`src/rtl/muldiv_pkg.sv`:
```
// Shared types for the iterative multiply/divide unit: operation codes,
// FSM states and small op-decode helpers.
package muldiv_pkg;

   typedef enum logic [2:0] {
      OP_MUL   = 3'b000,
      OP_MLA   = 3'b001,
      OP_UMULL = 3'b010,
      OP_SMULL = 3'b011,
      OP_UDIV  = 3'b100,
      OP_SDIV  = 3'b101
   } op_t;

   typedef enum logic [1:0] {
      S_IDLE,
      S_RUN,
      S_FIX,
      S_DONE
   } state_t;

   function automatic logic op_is_div(input logic [2:0] i_op);
      return (i_op == OP_UDIV) || (i_op == OP_SDIV);
   endfunction

   function automatic logic op_is_signed(input logic [2:0] i_op);
      return (i_op == OP_SMULL) || (i_op == OP_SDIV);
   endfunction

endpackage

```
`src/rtl/muldiv_negate.sv`:
```
// Conditional two's-complement negate; used for operand magnitudes and
// for the final sign correction of products, quotients and remainders.
module muldiv_negate #(
   parameter int W = 32
) (
   input  logic         i_neg,
   input  logic [W-1:0] i_val,
   output logic [W-1:0] o_val
);

   assign o_val = i_neg ? (~i_val + W'(1)) : i_val;

endmodule

```
`src/rtl/muldiv_unit.sv`:
```
// Iterative radix-2 multiply / restoring divide unit with tag tracking.
// One step per RUN cycle; signed ops work on magnitudes and fix up in FIX.
module muldiv_unit
   import muldiv_pkg::*;
#(
   parameter int WIDTH = 32,
   parameter int TAG_W = 4
) (
   input  logic             clk,
   input  logic             reset,
   input  logic             start,
   input  logic [2:0]       op,
   input  logic [WIDTH-1:0] a,
   input  logic [WIDTH-1:0] b,
   input  logic [WIDTH-1:0] acc,
   input  logic [TAG_W-1:0] tag_in,
   input  logic             flush,
   output logic             busy,
   output logic             done,
   output logic [WIDTH-1:0] result_lo,
   output logic [WIDTH-1:0] result_hi,
   output logic [TAG_W-1:0] tag_out,
   output logic             div_zero
);

   localparam int CW = $clog2(WIDTH + 1);
   localparam int PW = 2 * WIDTH + 1;

   state_t             r_state, w_next;
   logic [CW-1:0]      r_cnt;
   logic [2:0]         r_op;
   logic               r_sa, r_sb, r_dz;
   logic [WIDTH-1:0]   r_opnd, r_acc;
   logic [TAG_W-1:0]   r_tag;
   logic [PW-1:0]      r_p;

   logic               r_done, r_div_zero;
   logic [WIDTH-1:0]   r_lo, r_hi;
   logic [TAG_W-1:0]   r_tag_out;

   logic               w_accept, w_b_zero, w_sgn, w_div;
   logic [WIDTH-1:0]   w_mag_a, w_mag_b;
   logic [WIDTH:0]     w_add_hi;
   logic [PW-1:0]      w_mul_step, w_shl, w_div_step, w_step, w_fix;
   logic [WIDTH+1:0]   w_diff;
   logic [2*WIDTH-1:0] w_prod_fix;
   logic [WIDTH-1:0]   w_q_fix, w_r_fix;

   assign w_accept = start && !flush;
   assign w_div    = op_is_div(op);
   assign w_sgn    = op_is_signed(op);
   assign w_b_zero = w_div && (b == '0);

   muldiv_negate #(.W(WIDTH)) u_mag_a (
      .i_neg(w_sgn && a[WIDTH-1]), .i_val(a), .o_val(w_mag_a));
   muldiv_negate #(.W(WIDTH)) u_mag_b (
      .i_neg(w_sgn && b[WIDTH-1]), .i_val(b), .o_val(w_mag_b));

   // Multiply: P = {partial(W+1), multiplier(W)}, add then shift right.
   assign w_add_hi   = r_p[PW-1:WIDTH] + {1'b0, r_opnd};
   assign w_mul_step = {(r_p[0] ? w_add_hi : r_p[PW-1:WIDTH]), r_p[WIDTH-1:0]} >> 1;

   // Divide: P = {remainder(W+1), quotient(W)}, shift left then trial subtract.
   assign w_shl      = {r_p[PW-2:0], 1'b0};
   assign w_diff     = {1'b0, w_shl[PW-1:WIDTH]} - {2'b00, r_opnd};
   assign w_div_step = w_diff[WIDTH+1] ? w_shl
                                       : {w_diff[WIDTH:0], w_shl[WIDTH-1:1], 1'b1};

   assign w_step = op_is_div(r_op) ? w_div_step : w_mul_step;

   muldiv_negate #(.W(2*WIDTH)) u_fix_prod (
      .i_neg(r_sa ^ r_sb), .i_val(r_p[2*WIDTH-1:0]), .o_val(w_prod_fix));
   muldiv_negate #(.W(WIDTH)) u_fix_q (
      .i_neg(r_sa ^ r_sb), .i_val(r_p[WIDTH-1:0]), .o_val(w_q_fix));
   muldiv_negate #(.W(WIDTH)) u_fix_r (
      .i_neg(r_sa), .i_val(r_p[2*WIDTH-1:WIDTH]), .o_val(w_r_fix));

   always_comb begin
      w_fix = r_p;
      case (r_op)
         OP_MLA:   w_fix = {1'b0, r_p[2*WIDTH-1:WIDTH], r_p[WIDTH-1:0] + r_acc};
         OP_SMULL: w_fix = {1'b0, w_prod_fix};
         OP_SDIV:  w_fix = {1'b0, w_r_fix, w_q_fix};
         default:  w_fix = r_p;
      endcase
   end

   always_comb begin
      w_next = r_state;
      case (r_state)
         S_IDLE:  if (w_accept) w_next = w_b_zero ? S_DONE : S_RUN;
         S_RUN:   if (r_cnt == CW'(1)) w_next = S_FIX;
         S_FIX:   w_next = S_DONE;
         S_DONE:  w_next = S_IDLE;
         default: w_next = S_IDLE;
      endcase
      if (flush) w_next = S_IDLE;
   end

   always_ff @(posedge clk) begin
      if (!reset) r_state <= S_IDLE;
      else        r_state <= w_next;
   end

   always_ff @(posedge clk) begin
      if (!reset) begin
         r_cnt      <= '0;
         r_op       <= '0;
         r_sa       <= 1'b0;
         r_sb       <= 1'b0;
         r_dz       <= 1'b0;
         r_opnd     <= '0;
         r_acc      <= '0;
         r_tag      <= '0;
         r_p        <= '0;
         r_done     <= 1'b0;
         r_lo       <= '0;
         r_hi       <= '0;
         r_tag_out  <= '0;
         r_div_zero <= 1'b0;
      end else begin
         r_done <= 1'b0;
         case (r_state)
            S_IDLE: if (w_accept) begin
               r_op  <= op;
               r_tag <= tag_in;
               r_acc <= acc;
               r_sa  <= w_sgn && a[WIDTH-1];
               r_sb  <= w_sgn && b[WIDTH-1];
               r_cnt <= CW'(WIDTH);
               r_dz  <= w_b_zero;
               if (w_b_zero) begin
                  r_p <= {1'b0, a, {WIDTH{1'b0}}};
               end else begin
                  // Divisor (or multiplicand) stays put; the other operand
                  // seeds the low half of the working register.
                  r_opnd <= w_div ? w_mag_b : w_mag_a;
                  r_p    <= {{(WIDTH+1){1'b0}}, (w_div ? w_mag_a : w_mag_b)};
               end
            end
            S_RUN: begin
               r_cnt <= r_cnt - CW'(1);
               r_p   <= w_step;
            end
            S_FIX: r_p <= w_fix;
            S_DONE: if (!flush) begin
               r_done     <= 1'b1;
               r_lo       <= r_p[WIDTH-1:0];
               r_hi       <= r_p[2*WIDTH-1:WIDTH];
               r_tag_out  <= r_tag;
               r_div_zero <= r_dz;
            end
            default: ;
         endcase
      end
   end

   assign busy      = (r_state != S_IDLE);
   assign done      = r_done;
   assign result_lo = r_lo;
   assign result_hi = r_hi;
   assign tag_out   = r_tag_out;
   assign div_zero  = r_div_zero;

endmodule
```
`config.mk`:
```
export PLATFORM = sky130hd
export DESIGN_NAME = muldiv_unit
export DESIGN_NICKNAME = d
export VERILOG_FILES = /design/src/rtl/muldiv_pkg.sv /design/src/rtl/muldiv_negate.sv /design/src/rtl/muldiv_unit.sv
export SDC_FILE = /design/constraint.sdc
export NUM_CORES = 1
export LEC_CHECK = 0
export BUFFER_PORTS_ARGS = -buffer_cell sky130_fd_sc_hd__buf_2
export CAP_MARGIN = 5
export CORE_UTILIZATION = 40
export CTS_BUF_LIST = sky130_fd_sc_hd__clkbuf_16
export DETAILED_ROUTE_END_ITERATION = 6
export HOLD_SLACK_MARGIN = 0.08
export PLACE_DENSITY_LB_ADDON = 0.1
export SYNTH_ARGS = -nofsm -noshare
export SYNTH_HDL_FRONTEND = slang
export SYNTH_SLANG_ARGS = --single-unit
```
`constraint.sdc`:
```
create_clock -name clk -period 7 [get_ports clk]
set_input_delay 1.4 -clock clk [delete_from_list [all_inputs] [get_ports clk]]
set_output_delay 1.4 -clock clk [all_outputs]
set_load 0.02 [all_outputs]
```
# Yosys cells after proc, flatten, opt, wreduce, memory -nomap -nowiden
# Cells that the tools add are included.
# Widths: inputs -> output; s select.
# op_classes
add_sub_neg,9
mul,0
div_mod_pow,0
n_lt_le_gt_ge,0
n_eq_ne,19
n_shift,0
n_mux,21
bitwise,9
reduce_logical,23
# ops
operator,n
$pmux 65 s3,2
$mux 65,3
$mux 32,6
$add 32x1->32 const B,4
$mux 64,2
$not 32->32,4
$add 64x1->64 const B,1
$not 64->64,1
$sub 33x32->34,1
$add 33x32->33,1
$mux 33,1
$add 32x32->32,1
$logic_not 32->1,1
$eq 3x3->1 const B,4
$pmux 6 s2,1
$reduce_and 2->1,5
$pmux 2 s4,1
$eq 3x2->1 const B,2
$eq 6x1->1 const B,1
$mux 2,3
$mux 6,1
$ne 2x2->1 const B,3
$ne 3x2->1 const B,2
$ne 3x3->1 const B,2
other kinds (18),28
# totals
reg_bits,217
latchBits,0
mem_bits_rw,0
mem_bits_ro,0
in_bits,107
elab_cells,98
n_memories,0

# Logic depth before layout (Yosys ltp)
# Gate-level depths: netlist (run 1).
# depth
ltp_word,8
ltp_mapped,14
depth_no_buf,13

# Hierarchy
# Synthesis (run 1) repeated with hierarchy kept, for this count alone.
# unflattened
cells_unflattened,2940
hier_area_um2,21969.8
# by_module_without_submodules
module,n_inst,cells_per_inst,area_each_um2,seq_area_each_um2
muldiv_unit,1,2338,17212.8,4344.2
muldiv_negate (u_fix_q ...),4,99,777.0,0.0
muldiv_negate (u_fix_prod),1,206,1649.1,0.0

# Least setup slack after synthesis (run 1)
# Ideal clock, no wire load.
# synth_path
path_type,input to register
from,input b[26]
to,register r_p[31]
setup_time_ns,0.132
arrival_time_ns,3.658
t_required_ns,6.868
path_slack_ns,3.210
path_stages,9
path_cell_list,or3_1 or2_2 or4_1 clkbuf_1 o21ai_0 clkbuf_1 o311ai_0 a221oi_1 a31oi_1
# synth_between
elab_chain_len,7
# synth_rtl
element,line_no,rtl
"start, declared",muldiv_unit.sv:14,"input logic [WIDTH-1:0] b,"
$not 32->32,muldiv_negate.sv:11,assign o_val = i_neg ? (~i_val + W'(1)) : i_val;
$add 32x1->32,muldiv_negate.sv:11,
$mux 32,muldiv_negate.sv:11,
$mux 32,muldiv_unit.sv:138,"r_p <= {{(WIDTH+1){1'b0}}, (w_div ? w_mag_a : w_mag_b)};"
$mux 64 *,muldiv_unit.sv:132,if (w_b_zero) begin
$mux 65 *,muldiv_unit.sv:124,S_IDLE: if (w_accept) begin
$pmux 65 s3 *,muldiv_unit.sv:123,case (r_state)
"end signal, assigned",muldiv_unit.sv:133,"r_p <= {1'b0, a, {WIDTH{1'b0}}};"
"end signal, assigned",muldiv_unit.sv:138,
"end signal, assigned",muldiv_unit.sv:143,r_p <= w_step;
"end, declared",muldiv_unit.sv:35,logic [PW-1:0] r_p;
# Mark *: on every way between the ends. The rest lies on a longest branch, timed or not. The select of a mux whose other input is x is not followed.
# A chain may end at the register's enable or synchronous reset.

# Final worst setup path (run 1)
# layout_path
from,register r_p[0]
to,register r_p[31]
# layout_between
elab_chain_len,5
# layout_rtl
element,line_no,rtl
$not 64->64 / $not 32->32 (equally long branches),muldiv_negate.sv:11,
$add 64x1->64 / $add 32x1->32 (equally long branches),muldiv_negate.sv:11,
$mux 64 / $mux 32 (equally long branches),muldiv_negate.sv:11,
$pmux 65 s3,muldiv_unit.sv:80,case (r_op)
$pmux 65 s3 *,muldiv_unit.sv:123,
# Marks and branches as above.

==> summary.txt, run 1 <==
Run status
  • Status: complete, but fails checks
  • Violated checks: design-rule violations

Timing
  • Setup Skew: 0.0287 ns
  • Min Clock Period, post-route: 4.26 ns
  • Hold Fails Final Rpt: 0
  • Final TNS setup: 0 ns
  • Period utilization: 60.9%
  • Fmax: 235 MHz
  • Relative slew slack: 22.4%
  • Slew Limit Fails: 0
  • Post-route setup slack: 2.74 ns
  • Endpoints failing setup: 0
  • Least-Margin Pin Slew: 1.15 ns
  • RSZ-0062 raised after global routing: no

Critical path
  • CP Launch Type: register
  • CP Capture Type: register
  • Crit-path leading delay family: compound AO/OA/AOI/OAI gates
  • Setup crit start: r_p[0]$_SDFFE_PN0P_
  • CP cell instances: buf_4 > ha_1 > a211oi_1 > o211ai_1 > nand3b_1 > a211oi_1 > nor3_1 > o31ai_1 > xnor2_1 > or3_1 > a31oi_1
  • Max FO, Critical Path: 25
  • Kind of critical path: register to register
  • CP max stage delay: 0.68 ns
  • Critical path buffer and inverter count: 1
  • CP required: 7.50 ns
  • Crit path arrival time: 4.76 ns
  • Reg-to-Reg Start: r_p[0]$_SDFFE_PN0P_
  • Most used cell along the critical path: a211oi_1
  • Crit-path slowest cell: dfxtp_2

Place
  • Placed insts: 3354
  • Pre-CTS WS: 2.42 ns
  • Input/output buffers: 177
  • Post-DP HPWL: 63.5 mm
  • Placer Congestion: 1.01

Synth
  • Mapped Area: 19100 um^2
  • XOR/XNOR Fraction of Synth Area: 7.56%
  • Adder-Cell Fraction of Synth Area: 7.26%
  • Synthesized instance count: 2726
  • Seq/Total Area, Yosys: 22.7%
  • Synth Area in Compound Gates: 31.4%
  • Simple-gate area share of the yosys netlist: 22.7%
  • #FFs+latches synth: 217
  • Mux share of post-synthesis cell area: 2.71%
  • Post-synth top flop: dfxtp_1
  • Ys async rst share: 0%
  • Post-synth EDFFs: 0
  • Warnings, synthesis: 0
  • Main combinational cell family by area after synthesis: compound AO/OA/AOI/OAI gates
  • Netlist cell types: 79
  • Net count after synthesis: 2942
  • Mean post-synth cell area: 7.01 um^2

Floorplan
  • Core ar.: 46900 um^2
  • Die area: 48600 um^2
  • Top Ports: 178
  • Die H: 221 um
  • Site Rows: 79
  • Starting Density: 40.8%
  • Die W: 221 um

Global route
  • Global Route Usage Sum: 33.7%
  • Initial antenna violation count: 2
  • Grt total ovfl: 0
  • First-pass GRT wire length: 124 mm
  • Largest net degree at the start of global routing: 81
  • Vias in the first global route: 19949

Clock tree
  • Clock transition at path regs: 0.06 ns
  • CTS Hold Buffers Added: 0
  • TritonCTS Buffers: 27
  • Root buffer cell: clkbuf_16
  • CTS tree: built
  • Htree depth: 1
  • Clk_lat worst skew: 0.58 ns
  • Clk sinks: 217
  • Post-CTS setup buffers: 0
  • Post-cts sizing count: 0
  • Clk buf depth: 3

Cells and area
  • Layout cells sized above 1: 11.3%
  • Area delta synth->final: 11.3%
  • Fin cells: 3402
  • Commonest cells after routing, fill and taps aside: nand2_1 (458), a21oi_1 (354), dfxtp_1 (216)
  • Commonest non-fill, non-tap cell in the layout: nand2_1
  • Nets: 2992

Routing
  • DRC viols: 4
  • Vias per cell: 6.27
  • Routed wire length: 83.5 mm
  • 1st-pass router iterations: 7
  • Drt wl/cell: 24.5 um
  • Post-DRT Antenna Nets: 0
  • Via count: 21342
  • Initial detailed-routing violation count: 2300

Power and ir drop
  • Gate power share: 39.9%
  • Switching power: 2.07 mW
  • LEAKAGE: 8.60 nW
  • P_int: 2.86 mW
  • Final Power: 4.93 mW
  • PD cells: 232 nW/um^2
  • Sw frac: 42.0%
  • Maximum vdd drop: 180 uV
  • Clk pwr share: 29.4%
  • Sequential power share: 30.7%

Flow run
  • MaxCap Viol Count: 0

Worst hold path
  • Hold crit path type: register to register
  • Hold Path Origin: result_hi[3]$_SDFFE_PN0P_
==> power groups by stage <==
stage               sequential, mW  combinational, mW  clock [mW]
floorplan                     1.40               1.39           0
global placement              1.53               1.91           0
detailed placement            1.53               1.92           0
CTS                           1.50               1.93        1.47
global route                  1.52               2.13        1.52
finish                        1.51               1.97        1.45
==> cell families (layout without fill, tap and decap cells) <==
family / after synthesis / in the layout
buf+inv: 281 / 348
compound gates: 958 / 958
fa+ha+maj: 109 / 109
xor+xnor: 165 / 165
flops: 217 / 217
simple gates: 945 / 945
mux: 51 / 51
other cells: 0 / 2
==> final timing paths <==
kind                                to  slack (ns)  cells past startpoint
min          result_hi[3]$_SDFFE_PN0P_        0.45                      2
max reg2reg       r_p[31]$_SDFFE_PN0P_        2.74                     11
max               r_p[31]$_SDFFE_PN0P_        2.74                     11
min reg2reg  result_hi[3]$_SDFFE_PN0P_        0.45                      2
==> worst reg2reg max path, delay by kind of cell, from the launching register on <==
| kind | cells | cell delay, ns |
|---|---|---|
| AND/OR/NAND/NOR | 3 | 0.80 |
| AO/OA/AOI/OAI | 5 | 1.81 |
| adder cells (fa/ha/maj) | 1 | 0.28 |
| XOR/XNOR | 1 | 0.25 |
| buffers and inverters | 1 | 0.38 |
| flip-flops | 1 | 0.68 |
==> cell type report <==
| type | instances | area (um^2) |
|---|---|---|
| Inverter | 80 | 303 |
| Timing Repair Buffer | 222 | 1220 |
| Clock buffer | 27 | 676 |
| Antenna cell | 2 | 5.00 |
| Fill cell | 4940 | 25600 |
| Multi-Input combinational cell | 2228 | 13700 |
| Tap cell | 607 | 759 |
| Sequential cell | 217 | 4350 |
| Clock inverter | 19 | 200 |
==> state kept, by name, indices dropped and copies added, names as in the netlist <==
register,flops
r_acc,32
result_hi,32
r_tag,4
r_state,2
r_sb,1
r_opnd,32
r_dz,1
result_lo,32
r_p,65
r_sa,1
done,1
r_cnt,6
r_op,3
div_zero,1
tag_out,4
==> Yosys cell counts, drive strengths merged (7+ instances only) <==
| cell | number | share of area, % |
|---|---|---|
| xor2 | 68 | 3.1 |
| nor2 | 171 | 3.4 |
| nand4 | 23 | 0.83 |
| nor2b | 24 | 0.79 |
| nand3 | 54 | 1.4 |
| o221ai | 18 | 0.83 |
| inv | 78 | 1.5 |
| and2 | 9 | 0.29 |
| xnor2 | 97 | 4.4 |
| dfxtp | 217 | 23 |
| and3 | 23 | 0.75 |
| a41oi | 8 | 0.37 |
| o32ai | 7 | 0.32 |
| a31oi | 43 | 1.4 |
| a221oi | 17 | 0.78 |
| clkbuf | 177 | 3.5 |
| o21bai | 7 | 0.28 |
| o21ai | 186 | 4.9 |
| nor3 | 55 | 1.5 |
| a22o | 22 | 1.0 |
| a21oi | 354 | 9.3 |
| nand2b | 21 | 0.69 |
| o21a | 24 | 0.94 |
| o22ai | 12 | 0.39 |
| or3 | 22 | 0.75 |
| buf | 24 | 0.54 |
| a21o | 58 | 2.3 |
| nor3b | 7 | 0.30 |
| or2 | 14 | 0.46 |
| o211ai | 33 | 1.3 |
| a32o | 13 | 0.68 |
| o31ai | 32 | 1.3 |
| nor4 | 26 | 0.88 |
| or4 | 21 | 0.90 |
| o41ai | 9 | 0.41 |
| a211oi | 50 | 2.0 |
| ha | 106 | 6.9 |
| nand3b | 8 | 0.31 |
| mux2i | 45 | 2.4 |
| nand2 | 458 | 9.0 |
==> stage by stage <==
| step | utilization (%) | hold WS, ns | instance area, um^2 |
|---|---|---|---|
| 2_1_floorplan | - | 0.432 | 19100 |
| 3_3_place_gp | 43.5 | 0.442 | 20400 |
| 3_5_place_dp | 43.5 | 0.443 | 20400 |
| 4_1_cts | 45.4 | 0.452 | 21300 |
| 5_1_grt | 45.4 | 0.464 | 21300 |
| 6_report | 45.4 | 0.450 | 21300 |
==> per-layer routing <==
layer  GRT usage [%]  routed length, um
met1            42.4              34300
met2            55.6              38800
met3            4.43               5390
met4            18.4               5010
met5               0                  0
Power figures use the tool's default switching activity.
==> run 2: changes to the inputs <==
- clock period: 7 -> 4.15 ns (I/O delays scaled with it)
==> summary.txt, run 2 (synthesized netlist as in run 1, its figures left out) <==
Power and ir drop
  • LEAKAGE: 9.23 nW
  • Final Power: 8.91 mW
  • Maximum vdd drop: 317 uV
  • PD cells: 400 nW/um^2

Timing
  • Least-Margin Pin Slew: 1.03 ns
  • Hold Slack: 0.449 ns
  • Period utilization: 96.5%
  • Post-route setup slack: 0.145 ns
  • Fmax: 250 MHz
  • Min Clock Period, post-route: 4.01 ns
  • Final TNS setup: 0 ns
  • Setup Skew: 0.0193 ns
  • RSZ-0062 raised after global routing: no
  • Endpoints failing setup: 0
  • Hold Fails Final Rpt: 0
  • Relative slew slack: 30.8%
  • Slew Limit Fails: 0

Place
  • Input/output buffers: 177
  • Pre-CTS WS: 0.230 ns
  • Placer Congestion: 1.02
  • Post-DP HPWL: 70.5 mm

Clock tree
  • CTS Hold Buffers Added: 0
  • Clock transition at path regs: 0.06 ns
  • Post-CTS setup buffers: 0
  • Htree depth: 1
  • Post-cts sizing count: 0
  • Clk_lat worst skew: 0.60 ns
  • TritonCTS Buffers: 28
  • CTS tree: built
  • Clk buf depth: 3
  • Clk sinks: 217
  • Root buffer cell: clkbuf_16

Cells and area
  • Commonest cells after routing, fill and taps aside: nand2_1 (458), a21oi_1 (354), dfxtp_1 (216)
  • FILL cells: 4928
  • Layout cells sized above 1: 14.9%
  • Commonest non-fill, non-tap cell in the layout: nand2_1
  • Largest register FFs: 65
  • Top reg by flops: r_p
  • Area delta synth->final: 16.6%
  • Nets: 3106
  • Area occupied by multi-input gates: 13700 um^2
  • Register area: 4350 um^2

Routing
  • DRC viols: 6
  • Vias per cell: 6.25
  • Routed wire length: 90.4 mm
  • Post-DRT Antenna Nets: 0
  • Initial detailed-routing violation count: 2141
  • Via count: 22018
  • Drt wl/cell: 25.7 um
  • 1st-pass router iterations: 7

Run status
  • Status: complete, but fails checks
  • Violated checks: design-rule violations

Global route
  • Initial antenna violation count: 5
  • Grt total ovfl: 0
  • Largest net degree at the start of global routing: 68
  • First-pass GRT wire length: 131 mm
  • Vias in the first global route: 20543
  • Global Route Usage Sum: 36.2%

Flow run
  • MaxCap Viol Count: 0

Critical path
  • Crit path arrival time: 4.43 ns
  • WP depth: 9
  • R2r worst-path depth: 9
  • Critical path buffer and inverter count: 0
  • CP cell instances: or3_1 > nor4_1 > nand3_1 > nor2_1 > a21oi_1 > or4_1 > a221oi_1 > nor3_1 > o31ai_1
  • Max FO, Critical Path: 9
  • CP Launch Type: register
  • Kind of critical path: register to register
  • CP required: 4.57 ns
  • CP max stage delay: 0.59 ns
  • CP Capture Type: register
  • Crit-path leading delay family: simple AND/OR/NAND/NOR gates
  • Crit-path slowest cell: o31ai_1

Floorplan
  • Die H: 221 um
  • Core ar.: 46900 um^2
  • Site Rows: 79
  • Top Ports: 178
  • Die W: 221 um
  • Starting Density: 40.8%
  • Die area: 48600 um^2

Worst hold path
  • Hold crit path type: register to register
  • Hold Path Stages: 2
==> run 2: through the flow <==
| step | cells | util, % | instance area (um^2) |
|---|---|---|---|
| global placement | 3467 | 45.3 | 21200 |
| CTS | 3519 | 47.5 | 22300 |
| detailed placement | 3467 | 45.3 | 21200 |
| floorplan | 2726 | - | 19100 |
| finish | 3523 | 47.5 | 22300 |
| global route | 3520 | 47.5 | 22300 |
==> run 2: cell type report <==
| type | count | share of cell area [%] |
|---|---|---|
| Multi-Input combinational cell | 2228 | 61.7 |
| Sequential cell | 217 | 19.5 |
| Timing Repair Buffer | 335 | 9.41 |
| Tap cell | 607 | 3.41 |
| Clock buffer | 28 | 3.15 |
| Clock inverter | 24 | 1.44 |
| Inverter | 80 | 1.36 |
| Antenna cell | 4 | 0.0449 |
==> run 2: worst paths after layout <==
kind	startpoint	end	slack, ns
max	r_p[2]$_SDFFE_PN0P_	r_p[35]$_SDFFE_PN0P_	0.14
min	result_hi[20]$_SDFFE_PN0P_	result_hi[20]$_SDFFE_PN0P_	0.45
max reg2reg	r_p[2]$_SDFFE_PN0P_	r_p[35]$_SDFFE_PN0P_	0.14
min reg2reg	result_hi[20]$_SDFFE_PN0P_	result_hi[20]$_SDFFE_PN0P_	0.45
==> run 2: layer usage <==
layer | track usage, % | vias to the layer above | share of wire, % | wire (um)
met5 | 0 | - | 0.034 | 31
met4 | 20.8 | 4 | 6.5 | 5850
met3 | 5.09 | 261 | 6.8 | 6130
met2 | 60.7 | 956 | 47 | 42100
met1 | 44.2 | 10564 | 40 | 36300
li1 | - | 10233 | - | -
==> run 2: power by group <==
group	switching, mW	internal [mW]
Combinational	2.42	1.37
Clock	1.11	1.62
Sequential	0.178	2.22
Total	3.70	5.21
==> run 2: worst min-delay path: stages (launching register included) <==
cell and delay [ns]:
dfxtp_1 0.30, nand2_1 0.05, a21oi_1 0.05
